<file path="config.mk">
export PLATFORM = sky130hd
export DESIGN_NAME = lut_sweep_engine_flat
export DESIGN_NICKNAME = d
export VERILOG_FILES = /design/src/rtl/lut_sweep_engine_if.sv /design/src/rtl/lut_sweep_engine.sv /design/src/flat_wrapper.sv
export SDC_FILE = /design/constraint.sdc
export NUM_CORES = 1
export LEC_CHECK = 0
export ABC_AREA = 0
export CORE_ASPECT_RATIO = 1.2
export CORE_MARGIN = 3
export CORE_UTILIZATION = 34
export DETAILED_ROUTE_END_ITERATION = 10
export SYNTH_ARGS = -nofsm -noshare
export SYNTH_HDL_FRONTEND = slang
export SYNTH_SLANG_ARGS = --single-unit
</file>
<file path="constraint.sdc">
create_clock -name clk -period 1.98 [get_ports clk]
set_clock_uncertainty 0.1 [all_clocks]
set_input_delay 0.297 -clock clk [delete_from_list [all_inputs] [get_ports clk]]
set_output_delay 0.297 -clock clk [all_outputs]
set_load 0.1 [all_outputs]
</file>
<file path="src/rtl/lut_sweep_engine_if.sv">
// Lookup request / result stream bundle for the LUT sweep engine.
interface lut_sweep_engine_if #(
   parameter int N_IN  = 4,
   parameter int N_OUT = 3
);
   logic             in_valid;
   logic             in_ready;
   logic [N_IN-1:0]  in_vec;
   logic             out_valid;
   logic             out_ready;
   logic [N_IN-1:0]  out_vec;
   logic [N_OUT-1:0] out_fn;

   // requester / result consumer side
   modport master (
      output in_valid, in_vec, out_ready,
      input  in_ready, out_valid, out_vec, out_fn
   );

   // engine side
   modport slave (
      input  in_valid, in_vec, out_ready,
      output in_ready, out_valid, out_vec, out_fn
   );
endinterface

</file>
<file path="src/rtl/lut_sweep_engine.sv">
// Programmable multi-output truth table with single lookups and an
// exhaustive sweep that streams every minterm and counts ones per column.
//
// state | meaning
// IDLE  | serve lookups, accept table writes, wait for start_sweep
// SWEEP | stream minterms 0..2^N_IN-1 in order, accumulate ones counts
// DONE  | one-cycle done pulse, table writes accepted, back to IDLE
module lut_sweep_engine #(
   parameter int N_IN  = 4,
   parameter int N_OUT = 3
) (
   input  logic                      clk,
   input  logic                      rst_n,
   input  logic                      cfg_we,
   input  logic [N_IN-1:0]           cfg_addr,
   input  logic [N_OUT-1:0]          cfg_data,
   input  logic                      start_sweep,
   output logic                      busy,
   output logic                      done,
   output logic [N_OUT*(N_IN+1)-1:0] ones_count,
   lut_sweep_engine_if.slave         bus
);
   localparam int DEPTH = 1 << N_IN;
   localparam int CW    = N_IN + 1;

   typedef enum logic [1:0] {IDLE, SWEEP, DONE} state_t;

   state_t                     state_q;
   logic [N_OUT-1:0]           tbl_q [DEPTH];
   logic                       out_valid_q;
   logic [N_IN-1:0]            out_vec_q;
   logic [N_OUT-1:0]           out_fn_q;
   logic                       busy_q;
   logic                       done_q;
   logic [N_OUT*CW-1:0]        ones_q;
   // MSB set means every sweep beat has been loaded
   logic [N_IN:0]              idx_q;

   logic out_fire;
   logic out_free;
   logic lookup_fire;

   // output register handshake and lookup acceptance
   always_comb begin
      out_fire    = out_valid_q && bus.out_ready;
      out_free    = !out_valid_q || bus.out_ready;
      bus.in_ready = (state_q == IDLE) && !start_sweep && out_free;
      lookup_fire = bus.in_valid && bus.in_ready;
   end

   // sequencer, table storage, output beat register and column counters
   always_ff @(posedge clk or negedge rst_n) begin
      if (!rst_n) begin
         state_q     <= IDLE;
         out_valid_q <= 1'b0;
         out_vec_q   <= '0;
         out_fn_q    <= '0;
         busy_q      <= 1'b0;
         done_q      <= 1'b0;
         ones_q      <= '0;
         idx_q       <= '0;
         for (int k = 0; k < DEPTH; k++) tbl_q[k] <= '0;
      end else begin
         done_q <= 1'b0;
         if (out_fire) out_valid_q <= 1'b0;
         // table writes during a sweep are dropped so the sweep sees one table
         if (cfg_we && (state_q != SWEEP)) tbl_q[cfg_addr] <= cfg_data;
         case (state_q)
            IDLE: begin
               if (start_sweep && out_free) begin
                  state_q <= SWEEP;
                  busy_q  <= 1'b1;
                  idx_q   <= '0;
                  ones_q  <= '0;
               end else if (lookup_fire) begin
                  out_vec_q   <= bus.in_vec;
                  out_fn_q    <= tbl_q[bus.in_vec];
                  out_valid_q <= 1'b1;
               end
            end
            SWEEP: begin
               if (out_fire) begin
                  for (int j = 0; j < N_OUT; j++)
                     ones_q[j*CW +: CW] <= ones_q[j*CW +: CW] + {{N_IN{1'b0}}, out_fn_q[j]};
                  // only sweep beats occupy the register here, so all-ones is the last one
                  if (&out_vec_q) begin
                     state_q <= DONE;
                     busy_q  <= 1'b0;
                     done_q  <= 1'b1;
                  end
               end
               if (out_free && !idx_q[N_IN]) begin
                  out_vec_q   <= idx_q[N_IN-1:0];
                  out_fn_q    <= tbl_q[idx_q[N_IN-1:0]];
                  out_valid_q <= 1'b1;
                  idx_q       <= idx_q + 1'b1;
               end
            end
            DONE: begin
               state_q <= IDLE;
            end
            default: begin
               state_q <= IDLE;
            end
         endcase
      end
   end

   assign bus.out_valid = out_valid_q;
   assign bus.out_vec   = out_vec_q;
   assign bus.out_fn    = out_fn_q;
   assign busy          = busy_q;
   assign done          = done_q;
   assign ones_count    = ones_q;
endmodule

</file>
<file path="src/flat_wrapper.sv">
// flat-port wrapper written by rule: the top's interface ports become plain ports
module lut_sweep_engine_flat 
#(
   parameter int N_IN  = 4,
   parameter int N_OUT = 3
)
  (clk, rst_n, cfg_we, cfg_addr, cfg_data, start_sweep, busy, done, ones_count, bus_in_valid, bus_in_vec, bus_out_ready, bus_in_ready, bus_out_valid, bus_out_vec, bus_out_fn);
  lut_sweep_engine_if #(.N_IN(N_IN), .N_OUT(N_OUT)) bus_i ();
  input  logic clk;
  input  logic rst_n;
  input  logic cfg_we;
  input  logic [N_IN-1:0] cfg_addr;
  input  logic [N_OUT-1:0] cfg_data;
  input  logic start_sweep;
  output logic busy;
  output logic done;
  output logic [N_OUT*(N_IN+1)-1:0] ones_count;
  input wire logic [$bits(bus_i.in_valid)-1:0] bus_in_valid;
  input wire logic [$bits(bus_i.in_vec)-1:0] bus_in_vec;
  input wire logic [$bits(bus_i.out_ready)-1:0] bus_out_ready;
  output wire logic [$bits(bus_i.in_ready)-1:0] bus_in_ready;
  output wire logic [$bits(bus_i.out_valid)-1:0] bus_out_valid;
  output wire logic [$bits(bus_i.out_vec)-1:0] bus_out_vec;
  output wire logic [$bits(bus_i.out_fn)-1:0] bus_out_fn;
  assign bus_i.in_valid = bus_in_valid;
  assign bus_i.in_vec = bus_in_vec;
  assign bus_i.out_ready = bus_out_ready;
  assign bus_in_ready = bus_i.in_ready;
  assign bus_out_valid = bus_i.out_valid;
  assign bus_out_vec = bus_i.out_vec;
  assign bus_out_fn = bus_i.out_fn;
  lut_sweep_engine #(.N_IN(N_IN), .N_OUT(N_OUT)) u_core (.clk(clk), .rst_n(rst_n), .cfg_we(cfg_we), .cfg_addr(cfg_addr), .cfg_data(cfg_data), .start_sweep(start_sweep), .busy(busy), .done(done), .ones_count(ones_count), .bus(bus_i));
endmodule
</file>
After elaboration in Yosys (flattened, before gate mapping)
Index checks and enable logic that the tools add are counted.
{"block": "totals", "reg_bits": 80, "input_bits": 17, "out_inout_bits": 26, "wordCells": 102}
{"block": "classes", "addsub": 4, "magnitude_cmp": 4, "eq_ne": 8, "n_mux": 39, "n_bitwise": 3, "reduce_logical": 20}
{"op": "$bwmux W48", "n": 1}
{"op": "$mux W15", "n": 2}
{"op": "$pmux W15 S2", "n": 1}
{"op": "$bmux W3 S4", "n": 2}
{"op": "$mux W3", "n": 8}
{"op": "$add A5 B1 Y5", "n": 3}
{"op": "$ge A5 B5 Y1 const B", "n": 3}
{"op": "$not A4 Y5", "n": 3}
{"op": "$demux W3 S4", "n": 1}
{"op": "$mux W4", "n": 3}
{"op": "$reduce_and A4 Y1", "n": 3}
{"op": "$mux W1", "n": 10}
{"op": "$mux W5", "n": 2}
{"op": "$ne A2 B1 Y1 const B", "n": 5}
{"op": "$pmux W5 S2", "n": 1}
{"op": "$reduce_and A3 Y1", "n": 3}
{"op": "$logic_and A1 B1 Y1", "n": 8}
{"op": "$pmux W4 S2", "n": 1}
{"op": "$mux W2", "n": 3}
{"op": "$pmux W3 S2", "n": 1}
{"op": "$add A5 B1 Y5 const B", "n": 1}
{"op": "$lt A5 B1 Y1 const B", "n": 1}
{"op": "$ne A2 B2 Y1 const B", "n": 2}
{"op": "$pmux W1 S2", "n": 2}
{"op": "other kinds (6)", "n": 8}

Depth between registers and ports, before layout
{"block": "depth", "word_depth": 7, "mapped_depth": 7, "mapped_depth_nobuf": 5}

Least setup slack after synthesis
Ideal clock, no wire load.
{"block": "synth_timing", "kind": "reg2out", "startpoint": "register u_core.out_valid_q (netlist: u_core.bus.out_valid)", "endpoint": "output bus_in_ready", "arrival_time_ns": 3.903, "required_ns": 1.583, "setup_slack_ns": -2.320, "stages_incl_launch_ff": 3, "path_buffers": 0, "cell_sequence": "dfrtp_1 > nor2b_1 > nor4_1"}
{"block": "synth_via", "elab_chain_cells": 3}
{"element": "start: declaration", "line_no": "lut_sweep_engine.sv:30", "source": "logic out_valid_q;"}
{"element": "start signal: assignment", "line_no": "lut_sweep_engine.sv:55", "source": "out_valid_q <= 1'b0;"}
{"element": "start signal: assignment", "line_no": "lut_sweep_engine.sv:65", "source": "if (out_fire) out_valid_q <= 1'b0;"}
{"element": "start signal: assignment", "line_no": "lut_sweep_engine.sv:78", "source": "out_valid_q <= 1'b1;"}
{"element": "$logic_not A1 Y1", "line_no": "lut_sweep_engine.sv:46", "source": "out_free = !out_valid_q || bus.out_ready;"}
{"element": "$logic_or A1 B1 Y1", "line_no": "lut_sweep_engine.sv:46"}
{"element": "$logic_and A1 B1 Y1", "line_no": "lut_sweep_engine.sv:47", "source": "bus.in_ready = (state_q == IDLE) && !start_sweep && out_free;"}
{"element": "end: declaration", "line_no": "flat_wrapper.sv:21", "source": "output wire logic [$bits(bus_i.in_ready)-1:0] bus_in_ready;"}
Every way passes these cells.

Final worst setup path
Same ends and word-level chain as after synthesis.

==> impl_metrics.csv <==
group,metric,value,unit
run_status,outcome,"finished clean",
detailed_routing,vias_per_cell,5.17,
synthesis,avgSynthCellArea,11.5,µm²
sta,hold_viol,0,
floorplanning,start_util,35.6,%
floorplanning,pin_count,43,
sta,period_minus_slack,1.88,ns
synthesis,synth_area_leaders,"dfrtp_1 (48%), mux2_2 (15%), mux2i_1 (6.0%), mux4_2 (3.2%), nor2_1 (3.1%)",
critical_path,cp-start-kind,"flip-flop",
final_layout,fin_nets,458,
cts,cts_buffer_depth,2,
synthesis,synth-edff-count,0,
floorplanning,dieHeight,128,µm
synthesis,yosysMostFrequentCell,"dfrtp_1",
global_routing,gr-usage-all-layers,15.6,%
sta,worst_pin_slew,0.414,ns
placement,port_buffers,42,
critical_path,worstPathArrival,1.48,ns
placement,place_congestion,0.881,
sta,setup_tns,0,ns
final_layout,regArea,2010,µm²
global_routing,grt_use_met2,26.0,%
synthesis,synthFlopType,"dfrtp_1",
sta,drv_slew,0,
global_routing,grt_pass1_vias,3215,
sta,max_slew_margin,72.4,%
cts,clk-insertion-delay-late,0.34,ns
floorplanning,row_count,43,
synthesis,yosysTopAreaCell,"dfrtp_1",
critical_path,path_delay_family,"flip-flops",
global_routing,grt_antenna_before_repair,0,
cts,cts_tree,"done",
power_and_ir_drop,power,8.40,mW
synthesis,synthCells,364,
global_routing,globalRouteMet1Util,20.1,%
synthesis,yosys_warnings,0,
floorplanning,die_x,107,µm
power_and_ir_drop,ir_drop,0.000850,V
critical_path,regToRegStartpoint,"u_core.state_q[1]",
synthesis,netlist.area_leader.share,47.8,%
global_routing,top_usage_layer,"met2",
cts,cts.htree.levels,3,
final_layout,drive_gt1_share,33.5,%
final_layout,fin_util,45.0,%
cts,cts-root-buf,"clkbuf_16",
sta,fin_crit_sh,95.0,%
synthesis,ys_ff_latch,80,
detailed_routing,routed_wl,10.0,mm
detailed_routing,dr.pass1.iters,5,
final_layout,antennaDiodeCount,0,
critical_path,r2r_slack,0.13,ns
flow_run,maxCapViolCount,0,
sta,fin_hold_ws,0.332,ns
synthesis,async_reset_ff_share,100,%
sta,setup_viol,0,
synthesis,synthTopCellsByCount,"dfrtp_1 (80), mux2_2 (57), nor2_1 (35)",
critical_path,worst-path-buf-inv,1,
sta,fmax,531,MHz
critical_path,regToRegEndpoint,"u_core.tbl_q[41]",
critical_path,path_cells,"nor2b_4 -> nor4_4 -> buf_12",
floorplanning,dieArea,13700,µm²
cts,cts_buffers,9,
critical_path,critPathKind,"flip-flop to output pin",
detailed_routing,wire_per_inst,16.8,µm
detailed_routing,num_vias,3084,
synthesis,ys_seq_area_share,47.8,%
detailed_routing,drtAntennaViolNets,0,
power_and_ir_drop,power_leakage,2.41,nW
final_layout,fillerInstances,1119,
final_layout,area_growth,26.5,%
global_routing,gr-total-overflow,0,
floorplanning,core_area,11800,µm²
synthesis,ys_types,40,
global_routing,grt_pass1_wl,16.7,mm
min_path,hp-class,"input pin to asynchronous set/reset pin",
critical_path,ff2ff_path_depth,4,
synthesis,synth_nets,388,
critical_path,slowest_stage,"dfrtp_4",
cts,cts_sinks,80,
critical_path,slowest_delay,0.47,ns
cts,clk_pin_slew,0.06,ns
detailed_routing,drt-initial-drc-count,138,
final_layout,multi_input_area,2100,µm²
global_routing,grt_use_met3,3.39,%
critical_path,critPathMaxFanout,2,
power_and_ir_drop,powerDensity,1580,nW/µm²
global_routing,grt_max_degree,52,
critical_path,cp.required,1.58,ns
critical_path,cp-end-kind,"output pin",
placement,dp_hpwl,7.54,mm
synthesis,netlist_area,4190,µm²
sta,rsz0062_at_grt,"false",
detailed_routing,drcViolationCount,0,
==> cell type report <==
class	count	area share, %
Inverter	8	0.566
Clock buffer	9	4.25
Tap cell	157	3.70
Timing Repair Buffer	75	12.3
Sequential cell	80	37.8
Multi-Input combinational cell	260	39.5
Clock inverter	7	1.79
==> routing by layer <==
metal  routed length [µm]  up-vias
met5                    0        -
met4                  191        0
met1                 4540     1524
met3                  379       15
li1                     -     1478
met2                 4890       67
==> flip-flops by register name, summed over array words and instances (netlist names) <==
register,flops
u_core.bus.out_fn,3
u_core.bus.out_valid,1
u_core.bus.out_vec,4
u_core.busy,1
u_core.done,1
u_core.idx_q,5
u_core.ones_count,15
u_core.state_q,2
u_core.tbl_q,48
==> how the worst max path moves through the flow <==
| stage | slack, ns | cells past startpoint | end | startpoint |
|---|---|---|---|---|
| 3_5_place_dp | -0.13 | 7 | u_core.bus.out_fn[2] | bus_in_vec[0] |
| 6_report | 0.1 | 3 | bus_in_ready | u_core.bus.out_valid |
| 5_1_grt | 0.03 | 4 | u_core.tbl_q[41] | u_core.state_q[1] |
| 4_1_cts | 0.04 | 4 | u_core.bus.out_fn[2] | u_core.idx_q[0] |
| 2_1_floorplan | -0.27 | 2 | bus_in_ready | u_core.bus.out_valid |
| 3_3_place_gp | -0.11 | 7 | u_core.bus.out_fn[2] | bus_in_vec[0] |
==> placed cells by master (no fill, tap or decap), types with 10 or more instances in the layout <==
cell / instances
mux2i_1: 25
dfrtp_1: 78
mux2_2: 57
clkdlybuf4s50_1: 15
o22ai_1: 12
buf_4: 55
nor3_1: 12
nand2_1: 19
xor2_1: 10
nor2_1: 35
==> logic make-up after synthesis <==
logic type | count (synthesis) | synth area share (%)
and+or+nand+nor | 109 | 12.9
muxes | 91 | 25.3
DFF | 80 | 47.8
AOI/OAI and AO/OA | 42 | 6.87
buffers and inverters | 24 | 2.78
xor gates and xnor gates | 11 | 2.30
adders and majority gates | 7 | 2.09
==> timing repair <==
item	in CTS	in global routing
hold endpoints to repair	29	0
hold buffers	1	0
pin swaps	1	0
endpoints found under the setup margin	1	3
resized for setup	0	1
setup buffers	2	0
==> report_power, final <==
part | switching, mW | leakage (nW) | total [mW] | internal [mW]
logic | 2.32 | 1.21 | 3.78 | 1.46
clock network | 0.679 | 0.156 | 1.78 | 1.11
registers | 0.575 | 1.04 | 2.83 | 2.26
==> metrics by stage <==
step	instance area [µm²]	std cells	worst slack, ns
floorplan	4220	364	-0.267
global placement	4960	578	-0.106
detailed placement	4960	578	-0.132
CTS	5300	596	0.0438
global route	5300	596	0.0284
finish	5300	596	0.0984
(Power assumes the default switching activity.)
